$ cat src/rtl/bht_pkg.sv
// Shared types and helpers for the gshare branch history table.
//   bht_state_e : sweep FSM states (ST_INIT clears the table, ST_RUN serves traffic)
//   ctr_init    : weak not-taken counter value for a given counter width
//   ctr_max     : saturation ceiling for a given counter width
//   idx_hash    : table index hash (PC bits XOR history)
package bht_pkg;

  typedef enum logic {
    ST_INIT = 1'b0,
    ST_RUN  = 1'b1
  } bht_state_e;

  // Weak not-taken: MSB clear, all lower bits set.
  function automatic int unsigned ctr_init(input int unsigned w);
    return (32'd1 << (w - 32'd1)) - 32'd1;
  endfunction

  function automatic int unsigned ctr_max(input int unsigned w);
    return (32'd1 << w) - 32'd1;
  endfunction

  // Callers zero-extend the PC slice and history, then truncate to IDX_W.
  function automatic logic [31:0] idx_hash(input logic [31:0] pc_bits,
                                           input logic [31:0] hist);
    return pc_bits ^ hist;
  endfunction

endpackage

$ cat src/rtl/bht_sat_ctr.sv
// Combinational saturating up/down counter step.
//   ctr_i       : current counter value
//   take_i      : 1 = count up (taken), 0 = count down (not taken)
//   ctr_nxt_c_o : next counter value, clamped to [0, 2^CTR_WIDTH-1]
module bht_sat_ctr
  import bht_pkg::*;
#(
  parameter int unsigned CTR_WIDTH = 2
) (
  input  logic [CTR_WIDTH-1:0] ctr_i,
  input  logic                 take_i,
  output logic [CTR_WIDTH-1:0] ctr_nxt_c_o
);

  localparam logic [CTR_WIDTH-1:0] CTR_MAX = CTR_WIDTH'(ctr_max(CTR_WIDTH));

  // Clamp at both ends so the counter never wraps.
  always_comb begin
    ctr_nxt_c_o = ctr_i;
    if (take_i) begin
      if (ctr_i != CTR_MAX) ctr_nxt_c_o = ctr_i + CTR_WIDTH'(1);
    end else begin
      if (ctr_i != '0) ctr_nxt_c_o = ctr_i - CTR_WIDTH'(1);
    end
  end

endmodule

$ cat src/rtl/bht_gshare.sv
// Fetch-stage branch predictor: table of saturating counters indexed by PC,
// optionally hashed with a global history register (build macro BHT_GSHARE_EN).
// The table is cleared by a one-entry-per-cycle sweep after reset.
//   CLK, RST                    : clock, synchronous active-high reset
//   READY                       : table initialised, predictions/updates honoured
//   PC_IN_PRED, SKIP_OFF_IN,
//   TAKE_OFF_IN, PRED_EN        : prediction request; PRED_EN shifts the GHR
//   TAKE_OUT, PRED_TAKEN        : predicted next PC and direction (combinational)
//   HIST_OUT                    : GHR used for this prediction
//   PC_IN_RES, HIST_IN_RES,
//   TAKE_IN, WE, MISPRED_IN     : resolved-branch update and GHR repair
// With BHT_GSHARE_EN undefined the GHR is absent, HIST_OUT is 0, and
// HIST_IN_RES, MISPRED_IN and PRED_EN have no effect.
module bht_gshare
  import bht_pkg::*;
#(
  parameter int unsigned NUM_ENTRIES = 16,
  parameter int unsigned ADDR_WIDTH  = 32,
  parameter int unsigned CTR_WIDTH   = 2,
  parameter int unsigned HIST_WIDTH  = 4
) (
  input  logic                  CLK,
  input  logic                  RST,
  output logic                  READY,
  input  logic [ADDR_WIDTH-1:0] PC_IN_PRED,
  input  logic [ADDR_WIDTH-1:0] SKIP_OFF_IN,
  input  logic [ADDR_WIDTH-1:0] TAKE_OFF_IN,
  input  logic                  PRED_EN,
  output logic [ADDR_WIDTH-1:0] TAKE_OUT,
  output logic                  PRED_TAKEN,
  output logic [HIST_WIDTH-1:0] HIST_OUT,
  input  logic [ADDR_WIDTH-1:0] PC_IN_RES,
  input  logic [HIST_WIDTH-1:0] HIST_IN_RES,
  input  logic                  TAKE_IN,
  input  logic                  WE,
  input  logic                  MISPRED_IN
);

  localparam int unsigned IDX_W = $clog2(NUM_ENTRIES);
  localparam logic [CTR_WIDTH-1:0] CTR_INIT = CTR_WIDTH'(ctr_init(CTR_WIDTH));
  localparam logic [IDX_W-1:0] PTR_LAST = IDX_W'(NUM_ENTRIES - 1);

  bht_state_e           state_q, state_d;
  logic [IDX_W-1:0]     ptr_q, ptr_d;
  logic [CTR_WIDTH-1:0] ctr_q [NUM_ENTRIES];
  logic [CTR_WIDTH-1:0] ctr_upd_c;
  logic [IDX_W-1:0]     pidx_c, uidx_c;
  logic [HIST_WIDTH-1:0] hist_pred_c, hist_res_c;
  logic                 run_c;
  logic                 pred_taken_c;
  logic                 unused_ok;

  assign run_c = (state_q == ST_RUN);
  assign READY = run_c;

  // Sweep FSM state register.
  always_ff @(posedge CLK) begin
    if (RST) begin
      state_q <= ST_INIT;
      ptr_q   <= '0;
    end else begin
      state_q <= state_d;
      ptr_q   <= ptr_d;
    end
  end

  // Sweep FSM next state: walk the pointer once over the table, then run.
  always_comb begin
    state_d = state_q;
    ptr_d   = ptr_q;
    case (state_q)
      ST_INIT: begin
        if (ptr_q == PTR_LAST) begin
          state_d = ST_RUN;
          ptr_d   = '0;
        end else begin
          ptr_d = ptr_q + IDX_W'(1);
        end
      end
      ST_RUN:  ;
      default: state_d = ST_INIT;
    endcase
  end

`ifdef BHT_GSHARE_EN
  logic [HIST_WIDTH-1:0] ghr_q, ghr_d;

  always_ff @(posedge CLK) begin
    if (RST) ghr_q <= '0;
    else     ghr_q <= ghr_d;
  end

  // Misprediction repair outranks the speculative shift; shift-left form
  // also covers HIST_WIDTH == 1.
  always_comb begin
    ghr_d = ghr_q;
    if (run_c) begin
      if (WE && MISPRED_IN) begin
        ghr_d = HIST_WIDTH'(HIST_IN_RES << 1) | HIST_WIDTH'(TAKE_IN);
      end else if (PRED_EN) begin
        ghr_d = HIST_WIDTH'(ghr_q << 1) | HIST_WIDTH'(pred_taken_c);
      end
    end
  end

  assign hist_pred_c = ghr_q;
  assign hist_res_c  = HIST_IN_RES;
  assign unused_ok   = ^PC_IN_RES;
`else
  assign hist_pred_c = '0;
  assign hist_res_c  = '0;
  assign unused_ok   = ^{PC_IN_RES, HIST_IN_RES, MISPRED_IN, PRED_EN};
`endif

  // Index hashing; history is zero-extended into the index width.
  assign pidx_c = IDX_W'(idx_hash(32'(PC_IN_PRED[IDX_W-1:0]), 32'(hist_pred_c)));
  assign uidx_c = IDX_W'(idx_hash(32'(PC_IN_RES[IDX_W-1:0]),  32'(hist_res_c)));

  // Prediction path: no bypass of a same-cycle update.
  assign pred_taken_c = run_c & ctr_q[pidx_c][CTR_WIDTH-1];
  assign PRED_TAKEN   = pred_taken_c;
  assign TAKE_OUT     = PC_IN_PRED + (pred_taken_c ? TAKE_OFF_IN : SKIP_OFF_IN);
  assign HIST_OUT     = run_c ? hist_pred_c : '0;

  bht_sat_ctr #(
    .CTR_WIDTH (CTR_WIDTH)
  ) u_sat_ctr (
    .ctr_i       (ctr_q[uidx_c]),
    .take_i      (TAKE_IN),
    .ctr_nxt_c_o (ctr_upd_c)
  );

  // Counter table: sweep writes during INIT, resolved updates during RUN.
  always_ff @(posedge CLK) begin
    if (!RST) begin
      if (state_q == ST_INIT) begin
        ctr_q[ptr_q] <= CTR_INIT;
      end else if (WE) begin
        ctr_q[uidx_c] <= ctr_upd_c;
      end
    end
  end

endmodule

$ cat config.mk
export PLATFORM = sky130hd
export DESIGN_NAME = bht_gshare
export DESIGN_NICKNAME = d
export VERILOG_FILES = /design/src/rtl/bht_pkg.sv /design/src/rtl/bht_sat_ctr.sv /design/src/rtl/bht_gshare.sv
export SDC_FILE = /design/constraint.sdc
export NUM_CORES = 1
export LEC_CHECK = 0
export BUFFER_PORTS_ARGS = -buffer_cell sky130_fd_sc_hd__buf_2
export CAP_MARGIN = 20
export CORE_MARGIN = 4
export CORE_UTILIZATION = 44
export CTS_CLUSTER_DIAMETER = 100
export DETAILED_ROUTE_END_ITERATION = 7
export PLACE_DENSITY = 0.84
export SETUP_SLACK_MARGIN = 0.5
export SYNTH_ARGS = -nofsm -noshare
export SYNTH_HDL_FRONTEND = slang
export SYNTH_HIERARCHICAL = 1
export SYNTH_SLANG_ARGS = --single-unit
$ cat constraint.sdc
create_clock -name CLK -period 6.2 [get_ports CLK]
set_clock_uncertainty 0.1 [all_clocks]
set_input_delay 1.24 -clock CLK [delete_from_list [all_inputs] [get_ports CLK]]
set_output_delay 1.24 -clock CLK [all_outputs]
set_load 0.02 [all_outputs]
==> Word-level counts from Yosys, hierarchy flattened <==
Memory sizes are Yosys's and may differ from the RTL's.
Index checks and enable logic that the tools add are counted.
{ "totals": {"reg_bits": 5, "mem_bits_rw": 32, "in_bits": 138, "output_inout_bits": 38, "word_cells": 29, "memories": 1} }
{ "mem_list": {"columns": ["name", "depth", "word_bits", "rd", "rd_clocked_by_memory_dff", "wr", "line_no", "source"], "rows": [
  ["ctr_q", 16, 2, 2, 0, 1, "bht_gshare.sv:45", "logic [CTR_WIDTH-1:0] ctr_q [NUM_ENTRIES];"]
]} }
{ "classes": {"add_sub_neg": 4, "n_eq_ne": 2, "muxes": 17, "bitwise_logic": 1, "reduce_logical": 2} }
{ "op_table": {"columns": ["op", "n"], "rows": [
  ["$add 32x32->32", 1],
  ["$mux 32", 1],
  ["$mux 1", 10],
  ["$mux 2", 4],
  ["$mux 4", 2],
  ["$add 4x1->4 const B", 1],
  ["$eq 4x4->1 const B", 1],
  ["$add 2x1->2 const B", 1],
  ["$ne 2x2->1 const B", 1],
  ["$reduce_bool 2->1", 1],
  ["$reduce_or 2->1", 1],
  ["$sub 2x1->2 const B", 1],
  ["$and 1x1->1", 1]
]} }

==> Depth between registers and ports, before layout <==
Gate-level depths: netlist of run 1.
{ "logic_depth": {"depth_word": 6, "mapped_depth": 19, "ltp_nobuf": 18} }

==> Cells and area by module <==
Netlist of run 1, hierarchy kept.
{ "modules_own_cells": {"columns": ["mod", "instances", "cells_each", "area_per_inst_um2"], "rows": [
  ["bht_gshare", 1, 460, 3858.7],
  ["bht_sat_ctr", 1, 3, 26.3]
]} }

==> Least setup slack after synthesis of run 1 <==
No wires, ideal clock.
{ "synth_path": {"path_type": "input port to output port", "from": "input port PC_IN_PRED[3]", "to": "output port TAKE_OUT[28]", "t_arrival_ps": 4901, "t_required_ps": 4860, "path_slack_ps": -41, "stages": 17, "n_path_buf": 1, "cell_sequence": "mux4_2 mux2_2 o211ai_2 clkbuf_1 nand2_1 nand2_1 ha_1 inv_1 fa_1 nor2b_1 o2111ai_1 nand4_1 a41oi_4 o31ai_2 a41oi_1 and2b_1 xnor2_1"} }
{ "synth_via": {"elab_chain_cells": 4} }
{ "synth_rtl": {"columns": ["element", "line_no", "source"], "rows": [
  ["start: declaration", "bht_gshare.sv:25", "input logic [ADDR_WIDTH-1:0] PC_IN_PRED,"],
  ["$mem_v2 16x2", null, null],
  ["$and 1x1->1", "bht_gshare.sv:120", "assign pred_taken_c = run_c & ctr_q[pidx_c][CTR_WIDTH-1];"],
  ["$mux 32", "bht_gshare.sv:122", "assign TAKE_OUT = PC_IN_PRED + (pred_taken_c ? TAKE_OFF_IN : SKIP_OFF_IN);"],
  ["$add 32x32->32 (*)", "bht_gshare.sv:122", null],
  ["end: declaration", "bht_gshare.sv:29", "output logic [ADDR_WIDTH-1:0] TAKE_OUT,"]
]} }
Every way passes the cells marked *; elsewhere a longest branch is shown, timed or not.

==> Worst setup path in the final report of run 1 <==
Ends and elaborated chain as after synthesis.

==> results of run 1 <==
state kept, by name, indices dropped and copies added (netlist names):
name	count
READY	1
ctr_q	32
ptr_q	4
worst max-delay path by stage:
stage | start | endpoint
after detailed placement | PC_IN_PRED[3] | TAKE_OUT[28]
final | PC_IN_PRED[3] | TAKE_OUT[28]
after global placement | PC_IN_PRED[3] | TAKE_OUT[31]
after floorplan | PC_IN_PRED[3] | TAKE_OUT[26]
after global routing | PC_IN_PRED[3] | TAKE_OUT[28]
after CTS | PC_IN_PRED[3] | TAKE_OUT[26]
synthesized netlist by cell type (all sizes together), types with 4 or more instances:
library cell / count
dfxtp: 5
xnor2: 17
mux2i: 4
o21a: 6
mux4: 14
nor2: 34
inv: 18
a21oi: 33
ha: 32
or3: 5
xor2: 11
nand4: 5
nand3: 7
a31oi: 10
o21ai: 18
buf: 9
nand2: 121
nor3: 10
edfxtp: 32
a21o: 12
clkbuf: 13
nand2b: 4
layout make-up:
type | instances | area (um2) | share of cell area (%)
Multi-Input combinational cell | 389 | 3360 | 53.9
Clock buffer | 8 | 90.1 | 1.45
Timing Repair Buffer | 215 | 1510 | 24.3
Tap cell | 108 | 135 | 2.17
Inverter | 18 | 70.1 | 1.12
Sequential cell | 37 | 1060 | 17.0
kinds of logic after synthesis:
kind of cell,after synthesis,synth area share [%]
AO/OA/AOI/OAI,101,18.2
XOR/XNOR,28,6.31
adder cells (fa/ha/maj),35,11.4
buffers and inverters,40,4.83
flip-flops,37,27.3
multiplexers,20,9.73
other,1,0.0965
AND/OR/NAND/NOR,201,22.2
critical path, cell delays in order:
cell and delay, ns:
buf_8 0.09, mux4_2 0.48, mux2_4 0.29, o211ai_4 0.24, buf_6 0.14, buf_6 0.10, buf_12 0.11, buf_4 0.14
nand2_1 0.06, nand2_1 0.10, ha_4 0.22, buf_4 0.15, nand2_1 0.09, o21ai_0 0.17, o21ai_0 0.33, a21o_1 0.21
o31ai_4 0.10, a41oi_2 0.26, and2b_1 0.19, xnor2_2 0.12, buf_4 0.16
routing by layer:
| layer | vias up | track usage (%) | share of wire, % | wire length [um] |
|---|---|---|---|---|
| met3 | 59 | 4.23 | 8.4 | 1230 |
| met1 | 2156 | 26.1 | 34 | 4960 |
| met2 | 249 | 49.6 | 53 | 7780 |
| met4 | 2 | 9.59 | 4.6 | 681 |
| met5 | - | 0 | 0.048 | 7 |
| li1 | 2060 | - | - | - |
layout by cell type, fill, tap and decap left out, drive strengths merged, types with 3 or more instances in the layout:
cell type,count
a31oi,10
a21o,12
nor3,10
nand3,7
edfxtp,32
nand2b,4
ha,32
mux4,14
a21oi,33
xor2,11
conb,4
nor2b,3
buf,215
a41oi,3
o211ai,3
xnor2,17
mux2i,4
nor2,34
o21ai,18
or3,5
clkbuf,8
o21a,6
nand2,121
dfxtp,5
nand4,5
inv,18
report_power, final:
group	total, uW	internal, uW	switching [uW]
combinational	590	279	311
sequential	274	270	3.91
clock	169	90.5	78.9
through the flow:
stage | setup WS [ns] | TNS [ns] | util, % | power [uW]
floorplan | 0.293 | 0 | - | 567
global placement | -0.0946 | -0.270 | 59.7 | 707
detailed placement | -0.152 | -0.863 | 59.7 | 719
CTS | 0.0137 | 0 | 68.6 | 969
global route | -0.270 | -1.37 | 72.1 | 1080
finish | -0.156 | -0.323 | 72.1 | 1030
what timing repair did:
action,4_1_cts,5_1_grt
buffers inserted,25,9
gates resized for setup,101,57
hold buffers,0,0
endpoints found under the setup margin,22,24
pin swaps,33,20
gates cloned,1,0
==> run metrics, run 1 <==
status=finished with violations; failing checks=setup timing; RR Startpoint=ctr_q[11][1]; post-route cell area=a little over 0.006 mm2; # port buffers=between 100 and 150; clock tree buffer depth=2; Placed Area=just over 0.005 mm2; Post-synth top flop=edfxtp_1; CTS tree=built; Reg-to-Reg End=ctr_q[12][0]; top area cells in the synthesized netlist=edfxtp_1 (25%), nand2_1 (12%), ha_1 (10%); Avg WL per Cell=~19 um; post-DP HPWL=between 9000 and 10000 um; Yosys reg bits=37; Post-synth ARST share=0%; vias in the first global route=4507; cells on worst reg2reg path=4; pin count of the biggest net entering global routing=17; final wirelength=14700 um; initial core utilization=~45%; iteration count of the initial detailed-routing pass=5; GR Overflow Total=0; maximum vdd ir drop=roughly 0.19 mV; initial DRC count=207; minimum hold slack=0.502 ns; Worst-path clk slew=approximately 0.060 ns; power density cells=166 mW/mm2; final hold vios=0; Die ar.=0.0104 mm2; Post-synth EDFFs=32; # rows=34; Reg2Reg Setup Slack=around 3.4 ns; die width=approximately 100 um; Post-Syn Area=0.00388 mm2; CP Data Required Time=around 4.9 ns; routability cong.=a little over 0.9; Root Buffer Master=clkbuf_8; I/O Pins=176; hold depth=2; crit path capture type=primary output; Layout Cells excl Fill=just under 800; diode count=0; share of layout cells above drive strength 1=between 50% and 60%; RSZ-0062 raised after global routing=true; register area share after synthesis=a little over a quarter; gr usage total=between 20% and 30%; Post-Syn Area per Cell=between 8 and 9 um2; area delta synth->final=60.3%; Worst-Margin Slew=0.668 ns; period utilisation layout=103%; Cells after Synth=~460; die height=102 um; # nets final=837; type of the most critical hold path=register to register; Skew-Pair Late Insertion Delay=~0.3 ns; remaining antenna violation count=0; detailed-route DRC error count=0; HP Start=ptr_q[3]; Pins Over Slew Limit=0; global-route wire length before repair=roughly 21000 um; Setup violations, final=3; initial antenna violation count=1; synth warn=6; Final Critical Period=roughly 6.4 ns; vias post-DR=around 4500; Max Cap Viol=0; Slew HR=a little under three fifths; crit path DAT=~5.0 ns; Yosys cell types=61; Worst Path Max Fanout=6; DP Cell Count=~730; startpoint type of the worst setup path=input port; Synth area leader=edfxtp_1; Leak Pwr=0.00280 uW; Via density=between 5 and 6; clock buffer count from CTS=5; final worst slack=-0.156 ns; Hold EP=ptr_q[3]; fillers=577; CTS H-tree depth=2; maximum clock frequency=157 MHz; Crit Path Category=input port to primary output; area share of the largest cell type after synthesis=approximately a quarter; CTS Sinks=37; core box area=roughly 0.0086 mm2
Power figures use the tool's default switching activity.
==> inputs of run 2 (changes only) <==
--- a/config.mk
+++ b/config.mk
@@ -13,6 +13,7 @@
 export DETAILED_ROUTE_END_ITERATION = 7
 export PLACE_DENSITY = 0.84
 export SETUP_SLACK_MARGIN = 0.5
+export SKIP_LAST_GASP = 1
 export SYNTH_ARGS = -nofsm -noshare
 export SYNTH_HDL_FRONTEND = slang
 export SYNTH_HIERARCHICAL = 1
==> run metrics, run 2 (same netlist as run 1, synthesis figures left out) <==
remaining antenna violation count=0 (unchanged); final hold vios=0 (unchanged); vias post-DR=4465 (-1.3%); most common cell after layout, fill and taps aside=buf_2; CP Data Required Time=4.86 ns (about the same); die height=102 um (unchanged); I/O Pins=176 (unchanged); crit path capture type=primary output; die width=102 um (unchanged); final worst slack=-0.0444 ns (+0.112 ns); period utilisation layout=101% (-1.8 points); area of the multi-input gates=0.00334 mm2 (-0.56%); clock buffer count from CTS=5 (unchanged); Largest register FFs=32 (unchanged); quantity of hold-fixing buffers added after cts=0 (unchanged); vias in the first global route=4507 (unchanged); switching portion of total power=37.9% (-0.24 points); diode count=0 (unchanged); iteration count of the initial detailed-routing pass=5 (unchanged); initial DRC count=263 (+27%); CTS tree=built; startpoint type of the worst setup path=input port; Avg WL per Cell=18.4 um (-2.8%); CTS Sinks=37 (unchanged); area delta synth->final=59.5%; CTS H-tree depth=2 (unchanged); failing checks=setup timing; detailed-route DRC error count=0 (unchanged); most frequent cells in the layout=buf_2 (111), nand2_1 (100), buf_4 (72); # port buffers=137 (unchanged); post-DP HPWL=9900 um (unchanged); type of the most critical hold path=register to register; power share of the combinational group=56.8% (-0.3 points); Crit Path Category=input port to primary output; Final Total Pwr=1020 uW (-0.94%); fillers=584 (+1.2%); clock tree buffer depth=2 (unchanged); switching pwr=388 uW (-1.6%); Seq pwr share=26.8% (+0.3 points); Worst-path clk slew=0.06 ns (about the same); core box area=0.00864 mm2 (unchanged); # nets final=837 (unchanged); share of layout cells above drive strength 1=51.6% (-0.45 points); Pins Over Slew Limit=0 (unchanged); status=finished with violations; fin util=71.8% (-0.35 points); routability cong.=0.913 (unchanged); internal cell power=636 uW (-0.56%); Via density=5.76 (-1.3%); final wirelength=14300 um (-2.8%); Skew-Pair Late Insertion Delay=0.30 ns (about the same); GR Overflow Total=0 (unchanged); initial core utilization=45.0% (unchanged); Worst-Margin Slew=0.674 ns (+0.00594 ns); maximum vdd ir drop=0.192 mV (+0.31%); Setup violations, final=6 (+3); initial antenna violation count=0 (-1); Biggest register=ctr_q; # rows=34 (unchanged); crit path DAT=4.90 ns (-0.12 ns); Worst Path Max Fanout=3 (-3); Root Buffer Master=clkbuf_8; pin count of the biggest net entering global routing=17 (unchanged); gr usage total=25.1% (unchanged); power density cells=165 mW/mm2 (-0.47%); register area=0.00106 mm2 (unchanged); RSZ-0062 raised after global routing=true; Max Cap Viol=0 (unchanged); Leak Pwr=0.00280 uW (-0.28%); Final Critical Period=6.24 ns (-0.112 ns); global-route wire length before repair=20700 um (unchanged); Slew HR=54.9% (-0.40 points); Clock Power Share=16.4% (about the same); Die ar.=0.0104 mm2 (unchanged); maximum clock frequency=160 MHz (+1.8%)
## run 2: cell count changes in the layout (fill, tap and decap cells not counted)
cell,previous run,this run
buf_4,69,72
buf_6,30,27
nand2_1,99,100
nand2_4,6,5
o21ai_1,2,3
o21ai_2,4,3
xor2_1,5,6
xor2_2,6,5
## run 2: layout make-up
type                       instances  area share (%)
clock buffer                       8            1.45
inverter                          18            1.13
multi-input combinational        389            53.9
sequential                        37            17.1
tap                              108            2.18
timing repair buffer             215            24.2
## run 2: repair_timing
item / in CTS / in global routing
gates resized for setup: 101 / 50
endpoints found under the setup margin: 22 / 24
pin swaps: 33 / 20
setup buffers: 25 / 9
gates cloned: 1 / 0
## run 2: per-stage QoR
stage          hold slack, ns  instance area [um2]  TNS (ns)  worst slack (ns)  instances
2_1_floorplan           0.417                 4150         0             0.293        466
3_3_place_gp            0.454                 5160    -0.270           -0.0946        732
3_5_place_dp            0.489                 5160    -0.863            -0.152        732
4_1_cts                 0.498                 5920         0            0.0137        766
5_1_grt                 0.541                 6200     -1.32            -0.187        775
6_report                0.499                 6200    -0.174           -0.0444        775
## run 2: layer usage
metal | global-route usage, % | part of all wire, % | vias up
met5 | 0 | 0 | -
met4 | 9.59 | 2.5 | 0
met3 | 4.23 | 8.4 | 40
met2 | 49.6 | 54 | 235
met1 | 26.1 | 35 | 2130
li1 | - | - | 2060
## run 2: worst paths after layout
path | slack (ns) | from | endpoint | cells past startpoint
max | -0.04 | PC_IN_PRED[3] | TAKE_OUT[28] | 19
min | 0.50 | ptr_q[3] | ptr_q[3] | 2
max reg2reg | 3.41 | ctr_q[11][1] | ctr_q[13][0] | 4
min reg2reg | 0.50 | ptr_q[3] | ptr_q[3] | 2
## run 2: power by group through the flow
stage | clock network (uW) | registers, uW | logic [uW]
final | 168 | 274 | 582
after global routing | 182 | 275 | 614
after CTS | 173 | 274 | 521
after detailed placement | 0 | 280 | 440
after global placement | 0 | 279 | 428
after floorplan | 0 | 278 | 289
## run 2: critical path, cell delays in order
cell	delay [ns]
buf_8	0.09
mux4_2	0.48
mux2_4	0.29
o211ai_4	0.24
buf_6	0.15
nand2_2	0.05
nand2_2	0.08
ha_4	0.13
inv_2	0.03
fa_2	0.36
nor2b_4	0.16
o2111ai_4	0.15
nand4_1	0.21
a41oi_4	0.20
o31ai_4	0.29
a41oi_2	0.19
and2b_1	0.23
xnor2_2	0.14
buf_4	0.16
